File: src/rtl/run_det_pkg.sv
// rtl/run_det_pkg.sv - run detector shared state encoding and default parameters
package run_det_pkg;

  typedef enum logic [1:0] {
    IDLE     = 2'b00,
    COUNT    = 2'b01,
    DETECTED = 2'b10
  } run_state_e;

  localparam int DEF_CHANNELS = 4;
  localparam int DEF_RUN_LEN  = 2;
  localparam int DEF_HIT_W    = 16;

endpackage

File: src/rtl/run_det_chan.sv
// rtl/run_det_chan.sv - single-channel run FSM with optional saturating hit counter
// Hit counter is built only when RUN_DET_HITCNT_EN is defined.
module run_det_chan
  import run_det_pkg::*;
#(
  parameter int RUN_LEN = DEF_RUN_LEN,
  parameter int HIT_W   = DEF_HIT_W
) (
  input  logic             clk,
  input  logic             rst,
  input  logic             clr_i,
  input  logic             valid_i,
  input  logic             bit_i,
  input  logic             match_val_i,
  input  logic             overlap_i,
  output logic             det_o,
  output logic             det_pulse_o,
  output logic [HIT_W-1:0] hit_cnt_o
);

  localparam int CNT_W = $clog2(RUN_LEN + 1);
  localparam logic [CNT_W-1:0] RUN_MAX = CNT_W'(RUN_LEN);
  localparam logic [CNT_W-1:0] RUN_M1  = CNT_W'(RUN_LEN - 1);

  run_state_e       state_q;
  logic [CNT_W-1:0] cnt_q;
  logic             det_q;
  logic             pulse_q;

  always_ff @(posedge clk or posedge rst) begin
    if (rst) begin
      state_q <= IDLE;
      cnt_q   <= '0;
      det_q   <= 1'b0;
      pulse_q <= 1'b0;
    end else if (clr_i) begin
      state_q <= IDLE;
      cnt_q   <= '0;
      det_q   <= 1'b0;
      pulse_q <= 1'b0;
    end else begin
      pulse_q <= 1'b0;
      if (valid_i) begin
        if (bit_i != match_val_i) begin
          state_q <= IDLE;
          cnt_q   <= '0;
          det_q   <= 1'b0;
        end else begin
          case (state_q)
            IDLE, COUNT: begin
              // >= keeps the counter bounded even if it was ever corrupted
              if (cnt_q >= RUN_M1) begin
                state_q <= DETECTED;
                cnt_q   <= RUN_MAX;
                det_q   <= 1'b1;
                pulse_q <= 1'b1;
              end else begin
                state_q <= COUNT;
                cnt_q   <= cnt_q + CNT_W'(1);
                det_q   <= 1'b0;
              end
            end
            DETECTED: begin
              if (overlap_i) begin
                state_q <= DETECTED;
              end else if (RUN_LEN == 1) begin
                cnt_q   <= CNT_W'(1);
                pulse_q <= 1'b1;
              end else begin
                state_q <= COUNT;
                cnt_q   <= CNT_W'(1);
                det_q   <= 1'b0;
              end
            end
            default: begin
              state_q <= IDLE;
              cnt_q   <= '0;
              det_q   <= 1'b0;
            end
          endcase
        end
      end else if (!(state_q inside {IDLE, COUNT, DETECTED})) begin
        state_q <= IDLE;
        cnt_q   <= '0;
        det_q   <= 1'b0;
      end
    end
  end

  assign det_o       = det_q;
  assign det_pulse_o = pulse_q;

`ifdef RUN_DET_HITCNT_EN
  logic [HIT_W-1:0] hit_q;

  // Counts one cycle behind the pulse; saturates instead of wrapping
  always_ff @(posedge clk or posedge rst) begin
    if (rst) begin
      hit_q <= '0;
    end else if (clr_i) begin
      hit_q <= '0;
    end else if (pulse_q && (hit_q != {HIT_W{1'b1}})) begin
      hit_q <= hit_q + HIT_W'(1);
    end
  end

  assign hit_cnt_o = hit_q;
`else
  assign hit_cnt_o = '0;
`endif

endmodule

File: src/rtl/run_detector.sv
// rtl/run_detector.sv - multi-channel run detector top, one run_det_chan per channel
// Optional per-channel hit counters enabled by RUN_DET_HITCNT_EN.
module run_detector
  import run_det_pkg::*;
#(
  parameter int CHANNELS = DEF_CHANNELS,
  parameter int RUN_LEN  = DEF_RUN_LEN,
  parameter int HIT_W    = DEF_HIT_W
) (
  input  logic                      clk,
  input  logic                      rst,
  input  logic                      clr,
  input  logic [CHANNELS-1:0]       in_valid,
  input  logic [CHANNELS-1:0]       in_bit,
  input  logic                      match_val,
  input  logic                      overlap,
  output logic [CHANNELS-1:0]       det,
  output logic [CHANNELS-1:0]       det_pulse,
  output logic [CHANNELS*HIT_W-1:0] hit_cnt
);

  for (genvar g = 0; g < CHANNELS; g++) begin : g_chan
    run_det_chan #(
      .RUN_LEN(RUN_LEN),
      .HIT_W  (HIT_W)
    ) u_chan (
      .clk        (clk),
      .rst        (rst),
      .clr_i      (clr),
      .valid_i    (in_valid[g]),
      .bit_i      (in_bit[g]),
      .match_val_i(match_val),
      .overlap_i  (overlap),
      .det_o      (det[g]),
      .det_pulse_o(det_pulse[g]),
      .hit_cnt_o  (hit_cnt[g*HIT_W +: HIT_W])
    );
  end

endmodule

File: config.mk
export PLATFORM = sky130hd
export DESIGN_NAME = run_detector
export DESIGN_NICKNAME = d
export VERILOG_FILES = /design/src/rtl/run_det_pkg.sv /design/src/rtl/run_det_chan.sv /design/src/rtl/run_detector.sv
export SDC_FILE = /design/constraint.sdc
export NUM_CORES = 1
export LEC_CHECK = 0
export ABC_AREA = 1
export CORE_UTILIZATION = 45
export DETAILED_ROUTE_END_ITERATION = 7
export PLACE_DENSITY = 0.86
export SYNTH_ARGS = -nofsm -noshare
export SYNTH_HDL_FRONTEND = slang
export SYNTH_SLANG_ARGS = --single-unit
File: constraint.sdc
create_clock -name clk -period 3.43 [get_ports clk]
set_clock_uncertainty 0.15 [all_clocks]
set_input_delay 0.8575 -clock clk [delete_from_list [all_inputs] [get_ports clk]]
set_output_delay 0.8575 -clock clk [all_outputs]
set_load 0.03 [all_outputs]
==> results.sh <==
export IMPL_insertion_delay_ns=0.27
export IMPL_ir_drop_uv=391
export IMPL_fp_dieArea_mm2=0.00440
export IMPL_async_reset_ff_frac=1.00
export IMPL_setup_viol=0
export IMPL_path_clk_slew_ns=0.09
export IMPL_crit_start="g_chan[2].u_chan.det_o$_DFFE_PP0P_"
export IMPL_cellPowerDensity_mw_per_mm2=399
export IMPL_finalCritPeriodShare=0.677
export IMPL_cp_num_cells=1
export IMPL_reg2reg_slack_ns=2.24
export IMPL_p_leak_nw=1.10
export IMPL_synth_most_common_cell="buf_4"
export IMPL_ys_flop_type="dfrtp_1"
export IMPL_syn_inst=245
export IMPL_cts_buffers_inserted=3
export IMPL_postCtsSetupBuffers=0
export IMPL_status="completed"
export IMPL_synth_distinct_cells=22
export IMPL_antenna_found_initial=0
export IMPL_maxClockFrequency_ghz=0.431
export IMPL_critPathLaunchType="flop"
export IMPL_grt_max_degree=25
export IMPL_synth_commonest_cells="73 x buf_4, 71 x nand2_1, 24 x dfrtp_1"
export IMPL_overflow=0
export IMPL_drt_wl_total_um=2580
export IMPL_rsz0062_at_grt="false"
export IMPL_diodes=0
export IMPL_end_kind="output pin"
export IMPL_ant_nets=0
export IMPL_finalMaxSlewViolations=0
export IMPL_num_rows=23
export IMPL_critPathKind="reg -> out"
export IMPL_tightest_slew_ns=0.897
export IMPL_reg2reg_from="g_chan[2].u_chan.cnt_q[0]$_DFFE_PP0P_"
export IMPL_initial_utilization=0.466
export IMPL_die_y_um=66.3
export IMPL_arrival_ns=1.31
export IMPL_coreArea_mm2=0.00400
export IMPL_synth_area_mm2=0.00186
export IMPL_vias=1205
export IMPL_drive_gt1_frac=0.121
export IMPL_drt_pass1_iter_count=4
export IMPL_numPortBuffers=20
export IMPL_setup_tns_ns=0
export IMPL_worstRegToRegCells=5
export IMPL_synth_area_leaders="dfrtp_1 32%, buf_4 29%, nand2_1 14%"
export IMPL_synth_seq_area_share=0.322
export IMPL_grt_pass1_wl_um=4230
export IMPL_cts_tree="yes"
export IMPL_crit_family="buffers and inverters"
export IMPL_yosys_area_top_type_share=0.322
export IMPL_track_usage=0.128
export IMPL_cts_max_level=1
export IMPL_fin_crit_ns=2.32
export IMPL_hold_viol=0
export IMPL_cp_cell_sequence="clkdlybuf4s50_1"
export IMPL_crit_fanout=2
export IMPL_via_per_inst=3.93
export IMPL_r2r_end="g_chan[2].u_chan.cnt_q[0]$_DFFE_PP0P_"
export IMPL_dp_hpwl_um=2050
export IMPL_io_pins=85
export IMPL_drt_iter0_drc=50
export IMPL_crit_end="det[2]"
export IMPL_nets=271
export IMPL_gp_congestion=0.821
export IMPL_routedWlPerCell_um=8.40
export IMPL_dp_cells=303
export IMPL_critPathSlowestCell="clkdlybuf4s50_1"
export IMPL_critPathMaxStageDelay_ns=0.68
export IMPL_drcViolationCount=0
export IMPL_cts_root_buf="clkbuf_8"
export IMPL_required_ns=2.42
export IMPL_hold_class="reg -> reg"
export IMPL_ys_ff_latch=24
export IMPL_maxSlewHeadroom=0.401
export IMPL_clk_path_buf_depth=2
export IMPL_clkSinkCount=24
export IMPL_holdBufCountCts=0
export IMPL_power_total_uw=743
export IMPL_maxCapViolCount=0
export IMPL_die_w_um=66.3
export IMPL_grt_pass1_vias=1016
export IMPL_ys_warn_count=0
export IMPL_synth_top_cell_by_area="dfrtp_1"
export IMPL_syn_to_final_growth_pct=0.000161
export IMPL_syn_area_per_cell_um2=7.60
export IMPL_utilization=0.466
export IMPL_crit_buf_inv=1
export IMPL_synth_edf_count=0
export IMPL_stdcell_count=307
export IMPL_postCtsResizedCells=0
stage by stage:
stage	hold WS (ns)	worst slack [ns]	instance area, um2
2_1_floorplan	0.292	1.76	2100
3_3_place_gp	0.307	1.12	1790
3_5_place_dp	0.308	1.07	1790
4_1_cts	0.331	1.10	1860
5_1_grt	0.349	1.06	1860
6_report	0.325	1.11	1860
power by group:
part / internal (mW) / switching, mW
clock network: 0.156 / 0.0940
logic: 0.0388 / 0.149
registers: 0.296 / 0.00936
sequential cells by signal, indices dropped and copies added, names as in the netlist:
register / flops
g_chan.u_chan.cnt_q: 8
g_chan.u_chan.state_q: 8
g_chan.u_chan.det_o: 4
g_chan.u_chan.det_pulse_o: 4
worst min path at each step:
stage | end | start | slack (ns) | depth (start not counted)
floorplan | g_chan[2].u_chan.cnt_q[0]$_DFFE_PP0P_ | g_chan[2].u_chan.cnt_q[0]$_DFFE_PP0P_ | 0.29 | 2
global placement | g_chan[3].u_chan.det_o$_DFFE_PP0P_ | g_chan[3].u_chan.det_o$_DFFE_PP0P_ | 0.31 | 2
detailed placement | g_chan[1].u_chan.det_o$_DFFE_PP0P_ | g_chan[1].u_chan.det_o$_DFFE_PP0P_ | 0.31 | 2
CTS | g_chan[1].u_chan.det_o$_DFFE_PP0P_ | g_chan[1].u_chan.det_o$_DFFE_PP0P_ | 0.33 | 2
global route | g_chan[1].u_chan.det_o$_DFFE_PP0P_ | g_chan[1].u_chan.det_o$_DFFE_PP0P_ | 0.35 | 2
finish | g_chan[1].u_chan.det_o$_DFFE_PP0P_ | g_chan[1].u_chan.det_o$_DFFE_PP0P_ | 0.32 | 2
final cells by class:
class                   count  area [um2]
fillers                   380        2140
well taps                  50        62.6
multi-input cells         182         825
repair buffers             20         200
flip-flops and latches     24         601
clock inverters             1        30.0
clock buffers               3        41.3
inverters                  27         104
cell usage in the layout (no fill, tap or decap), types with 2 or more instances in the layout:
master	n
nand2_2	6
nand2_1	71
nor2_4	3
inv_2	8
clkdlybuf4s50_1	20
nand4_1	5
nor2_1	9
nand3_2	2
clkbuf_8	3
nand3b_1	2
xnor2_1	3
inv_1	18
nor2_2	4
conb_1	64
o21bai_1	2
dfrtp_1	24
nand3_1	7
routing by layer:
metal  global-route usage  share of wire
met5                    0              0
met4               0.0346         0.0097
met3               0.0414          0.050
met2                0.212           0.48
met1                0.158           0.46
logic make-up after synthesis:
group,share of synthesized area
other cells,0.00201
buf+inv,0.362
xor+xnor,0.0141
simple gates,0.283
flops,0.322
compound gates,0.0168
(Power assumes the default switching activity.)
